$ cat src/rtl/capp_response_reader.sv
// CAPP response reader: snapshots tags and drains {index, word} pairs in ascending order.
// Optional match_count output when CAPP_MATCH_COUNT_EN is defined.
module capp_response_reader #(
    parameter int NUM_CELLS  = 100,
    parameter int WORD_WIDTH = 32,
    parameter int READ_LAT   = 1,
    localparam int IDX_W     = $clog2(NUM_CELLS)
) (
    input  logic                  CLK,
    input  logic                  RST,
    input  logic                  start,
    input  logic                  abort,
    input  logic [NUM_CELLS-1:0]  tag_wires,
    input  logic [WORD_WIDTH-1:0] read_lines,
    output logic [NUM_CELLS-1:0]  row_select,
    output logic                  out_valid,
    input  logic                  out_ready,
    output logic [IDX_W-1:0]      out_index,
    output logic [WORD_WIDTH-1:0] out_data,
`ifdef CAPP_MATCH_COUNT_EN
    output logic [IDX_W:0]        match_count,
`endif
    output logic                  busy,
    output logic                  done
);

    localparam int CNT_W = (READ_LAT < 1) ? 1 : $clog2(READ_LAT + 1);
    localparam logic [NUM_CELLS-1:0] ONE = NUM_CELLS'(1);

    typedef enum logic [2:0] {
        S_IDLE,
        S_SELECT,
        S_WAIT,
        S_PRESENT,
        S_DONE
    } state_t;

    state_t               state;
    state_t               state_nxt;
    logic [NUM_CELLS-1:0] pending;
    logic [NUM_CELLS-1:0] pend_rest;
    logic [IDX_W-1:0]     cur_idx;
    logic [IDX_W-1:0]     low_idx;
    logic [CNT_W-1:0]     cnt;
    logic                 go;
    logic                 kill;
    logic                 xfer;

    assign go   = (state == S_IDLE) && start && !abort;
    assign kill = (state != S_IDLE) && abort;
    assign xfer = (state == S_PRESENT) && out_valid && out_ready;
    assign busy = (state != S_IDLE);

    // Lowest pending index wins: scan downward so the last hit is the smallest.
    always_comb begin
        low_idx = '0;
        for (int i = NUM_CELLS - 1; i >= 0; i--) begin
            if (pending[i]) begin
                low_idx = IDX_W'(i);
            end
        end
    end

    assign pend_rest = pending & ~(ONE << cur_idx);

    always_ff @(posedge CLK) begin
        if (RST) begin
            state <= S_IDLE;
        end else begin
            state <= state_nxt;
        end
    end

    always_comb begin
        state_nxt = state;
        unique case (state)
            S_IDLE: begin
                if (go) begin
                    state_nxt = (tag_wires == '0) ? S_DONE : S_SELECT;
                end
            end
            S_SELECT: begin
                state_nxt = S_WAIT;
            end
            S_WAIT: begin
                if (cnt == '0) begin
                    state_nxt = S_PRESENT;
                end
            end
            S_PRESENT: begin
                if (xfer) begin
                    state_nxt = (pend_rest == '0) ? S_DONE : S_SELECT;
                end
            end
            S_DONE: begin
                state_nxt = S_IDLE;
            end
            default: begin
                state_nxt = S_IDLE;
            end
        endcase
        if (kill) begin
            state_nxt = S_IDLE;
        end
    end

    // The WAIT count gives the cells READ_LAT cycles after row_select is registered.
    always_ff @(posedge CLK) begin
        if (RST) begin
            pending    <= '0;
            cur_idx    <= '0;
            cnt        <= '0;
            row_select <= '0;
            out_valid  <= 1'b0;
            out_index  <= '0;
            out_data   <= '0;
            done       <= 1'b0;
        end else begin
            done <= 1'b0;
            if (kill) begin
                pending    <= '0;
                row_select <= '0;
                out_valid  <= 1'b0;
            end else begin
                unique case (state)
                    S_IDLE: begin
                        if (go) begin
                            pending <= tag_wires;
                        end
                    end
                    S_SELECT: begin
                        cur_idx    <= low_idx;
                        row_select <= ONE << low_idx;
                        cnt        <= CNT_W'(READ_LAT);
                    end
                    S_WAIT: begin
                        if (cnt == '0) begin
                            out_data   <= read_lines;
                            out_index  <= cur_idx;
                            out_valid  <= 1'b1;
                            row_select <= '0;
                        end else begin
                            cnt <= cnt - 1'b1;
                        end
                    end
                    S_PRESENT: begin
                        if (xfer) begin
                            out_valid <= 1'b0;
                            pending   <= pend_rest;
                        end
                    end
                    S_DONE: begin
                        done <= 1'b1;
                    end
                    default: begin
                    end
                endcase
            end
        end
    end

`ifdef CAPP_MATCH_COUNT_EN
    logic [IDX_W:0] pop;

    always_comb begin
        pop = '0;
        for (int i = 0; i < NUM_CELLS; i++) begin
            pop = pop + (IDX_W + 1)'(tag_wires[i]);
        end
    end

    always_ff @(posedge CLK) begin
        if (RST) begin
            match_count <= '0;
        end else if (kill) begin
            match_count <= '0;
        end else if (go) begin
            match_count <= pop;
        end
    end
`endif

endmodule

$ cat config.mk
export PLATFORM = sky130hd
export DESIGN_NAME = capp_response_reader
export DESIGN_NICKNAME = d
export VERILOG_FILES = /design/src/rtl/capp_response_reader.sv
export SDC_FILE = /design/constraint.sdc
export NUM_CORES = 1
export LEC_CHECK = 0
export BUFFER_PORTS_ARGS = -buffer_cell sky130_fd_sc_hd__clkbuf_2
export CORE_MARGIN = 4
export CORE_UTILIZATION = 45
export DETAILED_ROUTE_END_ITERATION = 6
export HOLD_SLACK_MARGIN = 0.03
export PLACE_DENSITY = 0.75
export REMOVE_ABC_BUFFERS = 1
export SYNTH_ARGS = -nofsm -noshare
export SYNTH_HDL_FRONTEND = slang
export SYNTH_SLANG_ARGS = --single-unit
$ cat constraint.sdc
create_clock -name CLK -period 2.9 [get_ports CLK]
set_clock_uncertainty 0.1 [all_clocks]
set_input_delay 0.58 -clock CLK [delete_from_list [all_inputs] [get_ports CLK]]
set_output_delay 0.58 -clock CLK [all_outputs]
set_load 0.02 [all_outputs]
# == Word-level counts from Yosys, hierarchy flattened ==
# Cells that the tools add are included.
# word_totals
reg_bits,252
latchBits,0
ramBits,0
romBits,0
in_bits,137
elab_cells,161
mem_count,0
# op_classes
n_addsub,1
n_mul,0
div_mod_pow,0
n_lt_le_gt_ge,0
eq_ne,7
shift,2
muxes,117
bitwise_logic,4
reduce_logical,21
# op_table
operator,count
$mux W7,100
$pmux W100 S2,2
$mux W100,3
$logic_not A100 Y1,2
$shl A1 B7 Y100 const A,2
$and A100 B100 Y100,1
$not A100 Y100,1
$mux W3,5
$pmux W3 S4,1
$reduce_and A3 Y1,4
$eq A3 B2 Y1 const B,2
$ne A2 B2 Y1 const B,3
$reduce_and A2 Y1,3
$reduce_bool A2 Y1,3
$logic_and A1 B1 Y1,5
$mux W1,4
$pmux W1 S2,2
$eq A3 B1 Y1 const B,1
$eq A3 B3 Y1 const B,1
$logic_not A3 Y1,1
$reduce_bool A3 Y1,1
$not A1 Y1,2
$reduce_or A2 Y1,1
$logic_not A1 Y1,1
$sub A1 B1 Y1 const B,1

# == Longest topological paths before layout ==
# Gate-level depths: netlist of run 1.
# logic_depth
ltp_word,102
depth_mapped,10
ltp_nobuf,7

# == Worst setup path after synthesis of run 1 ==
# OpenSTA, ideal clock, no wires.
# synth_path
path_kind,reg-to-reg
start,register pending[34]
end,register row_select[96]
setup_time_ps,117
arrival_time_ps,2205
required_time_ps,2683
slack_ps,478
path_stages_with_launch,10
cell_sequence,dfxtp_1 -> nor2_1 -> o31ai_1 -> a21oi_1 -> a221o_1 -> a2111o_1 -> or2_1 -> buf_6 -> buf_6 -> a32o_1
# synth_between
elab_chain_len,37
# synth_lines
element,line_no,rtl
"start, declared",40,logic [NUM_CELLS-1:0] pending;
"start signal, assigned",128,pending <= tag_wires;
"start signal, assigned",149,pending <= pend_rest;
$mux W7 (35 in a row),58,if (pending[i]) begin
$shl A1 B7 Y100,133,row_select <= ONE << low_idx;
$pmux W100 S2,125,unique case (state)
"end signal, assigned",133,
"end, declared",15,"output logic [NUM_CELLS-1:0] row_select,"
# Every way passes these cells.
# A chain may end at the register's enable or synchronous reset.

# == Worst setup path in the final report of run 1 ==
# layout_path
start,register pending[63]
end,register row_select[29]
# layout_between
elab_chain_len,66
# layout_lines
element,line_no
$mux W7 (64 in a row),58
$shl A1 B7 Y100,133
$pmux W100 S2,125
# Every way passes these cells.

==> results of run 1 <==
## path summary, 6_finish.rpt
| path | cells after the start | slack, ps | from | endpoint |
|---|---|---|---|---|
| setup reg to reg | 10 | 40 | pending[63] | row_select[29] |
| setup / recovery | 10 | 40 | pending[63] | row_select[29] |
| hold / removal | 3 | 130 | read_lines[13] | out_data[13] |
| hold reg to reg | 2 | 350 | out_data[17] | out_data[17] |
## state kept, by name, summed over array words and instances, names as in the netlist
| register | count |
|---|---|
| pending | 100 |
| row_select | 100 |
| out_data | 32 |
| cur_idx | 7 |
| out_index | 7 |
| state | 3 |
| cnt | 1 |
| done | 1 |
| out_valid | 1 |
## placed cells by master (no fill, tap or decap), drive strengths merged, types with 10 or more instances in the layout
master | Yosys | layout
clkbuf | 111 | 319
inv | 19 | 20
o21a | 11 | 11
o21ai | 195 | 195
dfxtp | 252 | 252
o2111ai | 10 | 10
buf | 29 | 161
nor3 | 28 | 28
nand4 | 30 | 30
a22o | 10 | 10
o31ai | 93 | 93
a21oi | 83 | 83
and3 | 12 | 12
nand3 | 33 | 33
a22oi | 93 | 93
nand2 | 250 | 250
nor4 | 62 | 62
nor2 | 190 | 190
or2 | 10 | 10
or4 | 10 | 10
## worst max-delay path, stage by stage, from the launching register on
cell and delay [ps]:
dfxtp_1 310, or4_4 550, nor4_4 200, buf_4 180, buf_4 130, o211ai_1 90, o311a_4 420, nor3b_4 170
buf_12 170, and3_1 190, a22o_1 200
## what timing repair did
item                                    CTS  global route
gates cloned                              0             0
resized for setup                         2            22
endpoints found under the hold margin     0             0
pin swaps                                 0             5
endpoints found under the setup margin   15            37
buffers inserted                          0             3
## stage by stage
stage | utilization | hold slack [ps] | total power, mW | TNS (ps)
2_1_floorplan | - | 384 | 5.78 | -919350
3_3_place_gp | 0.557 | 334 | 7.40 | 0
3_5_place_dp | 0.557 | 340 | 7.45 | -278
4_1_cts | 0.589 | 124 | 10.9 | 0
5_1_grt | 0.594 | 132 | 11.5 | -1.25
6_report | 0.594 | 133 | 11.1 | 0
## where the power goes
group          leakage, nW  internal (mW)  switching [mW]
Combinational         4.05           1.38            2.46
Sequential            2.04           3.59           0.177
Clock                0.431           1.99            1.47
## area by class of cell
| cell class | count | area, µm² |
|---|---|---|
| repair buffers | 439 | 2830 |
| well taps | 378 | 473 |
| clock inverters | 8 | 88.8 |
| clock buffers | 41 | 798 |
| inverters | 19 | 71.3 |
| fillers | 2560 | 11400 |
| multi-input cells | 1223 | 7330 |
| flip-flops and latches | 252 | 5040 |
## layer usage
metal,wire length (µm),up-vias,track usage
met1,20800,6935,0.409
met2,24000,811,0.512
met3,4670,137,0.0500
li1,-,6653,-
met4,2000,0,0.115
met5,0,-,0
## cells by family after synthesis
family,after synthesis,synth area share
compound gates,551,0.298
buf+inv,159,0.0538
flops,252,0.391
simple gates,672,0.257
==> out/results.tsv, run 1 <==
metric	value	unit
CP Class	reg -> reg	
Area Growth Syn to Fin	29.1	%
min Tclk post-route	2860	ps
period utilization	0.985	
register bit total from synthesis	252	
distinct cell type count after synthesis	87	
vias in the first global route	13400	
Syn Area/Cell	7.89	µm²
gr usage total	0.310	
crit path launch type	flip-flop	
post-synthesis cell count	1634	
ratio of cells with drive above 1 in the final layout	0.303	
most frequent cell after synthesis	dfxtp_1	
Setup WS pre-CTS	-88.2	ps
Synth warnings	0	
height of the die	177	µm
area of placed instances	15600	µm²
initial antenna violation count	0	
Routed wire per std cell	21.8	µm
Row Count	61	
top post-synthesis cells by area	dfxtp_1 39%, o21ai_0 7.6%, nand2_1 7.3%	
DP HPWL	37200	µm
Crit Path Max Fanout	9	
# hold bufs at CTS	0	
Die W	177	µm
Root Buffer	clkbuf_16	
Clock transition at path regs	60	ps
Starting Density	0.460	
pins over their slew limit	0	
largest net degree at the start of global routing	101	
Slew @ Worst Pin	615	ps
CTS Buf Count	27	
Worst Path Required	3240	ps
gpl congestion	1.04	
most frequent cells after synthesis	252 x dfxtp_1, 250 x nand2_1, 195 x o21ai_0, 189 x nor2_1, 111 x clkbuf_1	
status	completed	
vias per cell	6.16	
DRT Pass-1 Iters	7	
total wire length	51500	µm
fin cells	2360	
die area	31400	µm²
Primary FF master, synth	dfxtp_1	
final setup vio count	0	
CTS H-tree depth	1	
GR Overflow Total	0	
Clock Latency Late Sink	570	ps
Synth top area share	0.391	
Design Area, Final	16600	µm²
fmax	350	MHz
fraction of registers with async set/reset	0	
Port Buffer Count	278	
Crit path arrival time	3200	ps
Leakage	6.52	nW
DR DRC count	0	
PwrDens	666	nW/µm²
number of enable flip-flop cells after synthesis	0	
Worst Slack Setup Final	44.3	ps
Hold Crit Class	in -> reg	
clk buf depth	3	
via count	14500	
Final nets	2099	
critical path capture point type	flip-flop	
TritonCTS clock tree	done	
max-cap violation count	0	
Peak VDD IR	0.395	mV
placed instance count	2308	
first-pass GRT wire length	77500	µm
area of the mapped netlist	12900	µm²
register area share after synthesis	0.391	
Core ar.	28000	µm²
Clock Sinks	252	
number of diodes	0	
Slew headroom	0.590	
area leader, netlist	dfxtp_1	
final hold violations	0	
IO Pins	279	
drt initial violations	1798	
DRT antenna net count	0	
Note: power is estimated with default switching activity, not from simulation.
==> inputs of run 2 (changes only) <==
==> constraint.sdc (replaced) <==
create_clock -name CLK -period 2.7 [get_ports CLK]
set_clock_uncertainty 0.1 [all_clocks]
set_input_delay 0.54 -clock CLK [delete_from_list [all_inputs] [get_ports CLK]]
set_output_delay 0.54 -clock CLK [all_outputs]
set_load 0.02 [all_outputs]
==> run 2 against run 1 <==
Net effect: the flow now finishes with violations (setup timing); core utilization increased by 3.8 points; first-iteration DRC count increased by 7.6%; design area is 6.3% higher; largest power group unchanged; highest routed layer unchanged.
==> out/results.tsv, run 2 (synthesis gave the netlist of run 1 again) <==
metric	value	unit	change
most common cell after layout, fill and taps aside	clkbuf_2		unchanged
CTS Buf Count	28		was 27
Hold Path Depth	3		unchanged
first-pass GRT wire length	80300	µm	was 77500 µm
Die W	177	µm	unchanged
Crit path top cell by count	buf_12		was buf_4
Port Buffer Count	278		unchanged
PwrDens	729	nW/µm²	was 666 nW/µm²
initial antenna violation count	0		unchanged
DRT antenna net count	0		unchanged
DP HPWL	39000	µm	was 37200 µm
critical path capture point type	flip-flop		unchanged
total power	12.9	mW	was 11.1 mW
TritonCTS clock tree	done		unchanged
Worst Slack Setup Final	-66.4	ps	was 44.3 ps
DR DRC count	0		unchanged
Crit Path Max Fanout	17		was 9
commonest cells after routing, fill and taps aside	278 x clkbuf_2, 250 x nand2_1, 243 x dfxtp_1		was 278 x clkbuf_2, 252 x dfxtp_1, 250 x nand2_1
Setup WS pre-CTS	-205	ps	was -88.2 ps
period utilization	1.02		was 0.985
CP Class	reg -> reg		unchanged
pins over their slew limit	0		unchanged
crit path launch type	flip-flop		unchanged
Clock transition at path regs	60	ps	about the same
number of diodes	0		unchanged
reg2reg end	row_select[72]		was row_select[29]
final setup vio count	37		was 0
fmax	361	MHz	was 350 MHz
slowest CP cell	a311o_2		was or4_4
total wire length	54700	µm	was 51500 µm
max-cap violation count	0		unchanged
Core ar.	28000	µm²	unchanged
Peak VDD IR	0.578	mV	was 0.395 mV
Clock Latency Late Sink	560	ps	was 570 ps
Hold Crit Class	in -> reg		unchanged
unrepaired setup endpoints after global routing	yes		
largest net degree at the start of global routing	101		unchanged
failing checks	setup timing		
gr usage total	0.320		was 0.310
CTS H-tree depth	1		unchanged
Crit path arrival time	3110	ps	was 3200 ps
GR Overflow Total	0		unchanged
gpl congestion	1.06		was 1.04
Worst Min Path Start	read_lines[31]		was read_lines[13]
Reg2Reg Depth	9		was 10
reg2reg setup slack	-70	ps	was 40 ps
Area Growth Syn to Fin	37.2	%	was 29.1%
Clock Sinks	252		unchanged
clk buf depth	3		unchanged
# hold bufs at CTS	0		unchanged
Row Count	61		unchanged
drt initial violations	1934		was 1798
height of the die	177	µm	unchanged
ratio of cells with drive above 1 in the final layout	0.355		was 0.303
Final nets	2176		was 2099
Critical Path, Cell by Cell	o21bai_1 -> nand4_1 -> a211o_1 -> a311o_2 -> buf_4 -> a21oi_4 -> buf_12 -> buf_12 -> o31ai_1		was or4_4 -> nor4_4 -> buf_4 -> buf_4 -> o211ai_1 -> o311a_4 -> nor3b_4 -> buf_12 -> and3_1 -> a22o_1
IO Pins	279		unchanged
RR Startpoint	pending[40]		was pending[63]
Root Buffer	clkbuf_16		unchanged
final hold violations	0		unchanged
min Tclk post-route	2770	ps	was 2860 ps
via count	15200		was 14500
Starting Density	0.460		unchanged
vias per cell	6.24		was 6.16
die area	31400	µm²	unchanged
DRT Pass-1 Iters	6		was 7
Leakage	7.06	nW	was 6.52 nW
Slew @ Worst Pin	636	ps	was 615 ps
largest registers	pending (100), row_select (100), out_data (32)		unchanged
status	finished, violations left		was completed
Routed wire per std cell	22.5	µm	was 21.8 µm
Slew headroom	0.576		was 0.590
setup TNS	-1270	ps	was 0 ps
vias in the first global route	14100		was 13400
Worst Path Required	3040	ps	was 3240 ps
CP peak stage delay	440	ps	was 550 ps
worst hold path endpoint	out_data[31]		was out_data[13]
==> run 2: changes by cell type in the layout (fill, tap and decap cells not counted), moves of 5 or more <==
cell,delta
o31ai_1,-15
o21ai_0,-11
nand3_2,+5
buf_12,+5
buf_4,+58
buf_6,+8
dfxtp_1,-9
o31ai_2,+15
dfxtp_2,+7
o21ai_1,+7
nor4_1,-7
==> run 2: worst max path at each step <==
stage,cells after the start,start,slack [ps],to
2_1_floorplan,6,state[0],-6660,pending[8]
5_1_grt,8,pending[21],-70,row_select[41]
6_report,9,pending[40],-70,row_select[72]
4_1_cts,9,pending[58],0.4,row_select[8]
3_3_place_gp,9,cur_idx[1],-220,state[0]
3_5_place_dp,8,cur_idx[2],-200,state[0]
==> run 2: per-stage QoR <==
step	util	hold WS (ps)	instance area, µm²	cells
after floorplan	-	384	12300	1494
after CTS	0.611	89.1	17100	2418
after global placement	0.573	337	16100	2366
final	0.631	100	17700	2436
after global routing	0.631	106	17700	2436
after detailed placement	0.573	342	16100	2366
==> run 2: repair_timing <==
item / CTS / global route
endpoints found under the setup margin: 91 / 158
pin swaps: 6 / 23
gates resized for setup: 24 / 84
gates cloned: 0 / 6
buffers inserted: 3 / 12
==> run 2: cell type report <==
class / count / area (µm²)
Clock buffer: 41 / 810
Clock inverter: 8 / 111
Fill cell: 2404 / 10300
Inverter: 19 / 71.3
Multi-Input combinational cell: 1224 / 7620
Sequential cell: 252 / 5060
Tap cell: 378 / 473
Timing Repair Buffer: 514 / 3540
==> run 2: power breakdown <==
part / internal [mW] / switching (mW) / leakage, nW
combinational: 2.03 / 2.99 / 4.57
clock: 2.26 / 1.58 / 0.448
sequential: 3.86 / 0.185 / 2.04
==> run 2: critical path, delay by kind of cell, from the launching register on <==
family / cells / cell delay [ps]
flip-flops: 1 / 420
buffers and inverters: 3 / 500
AO/OA/AOI/OAI: 5 / 1370
AND/OR/NAND/NOR: 1 / 260
==> run 2: per-layer routing <==
layer  GRT usage  up-vias  routed length, µm
met4       0.140        0               2760
met2       0.523      972              25400
met1       0.417     7229              21100
li1            -     6803                  -
met5           0        -                  0
met3      0.0534      192               5450
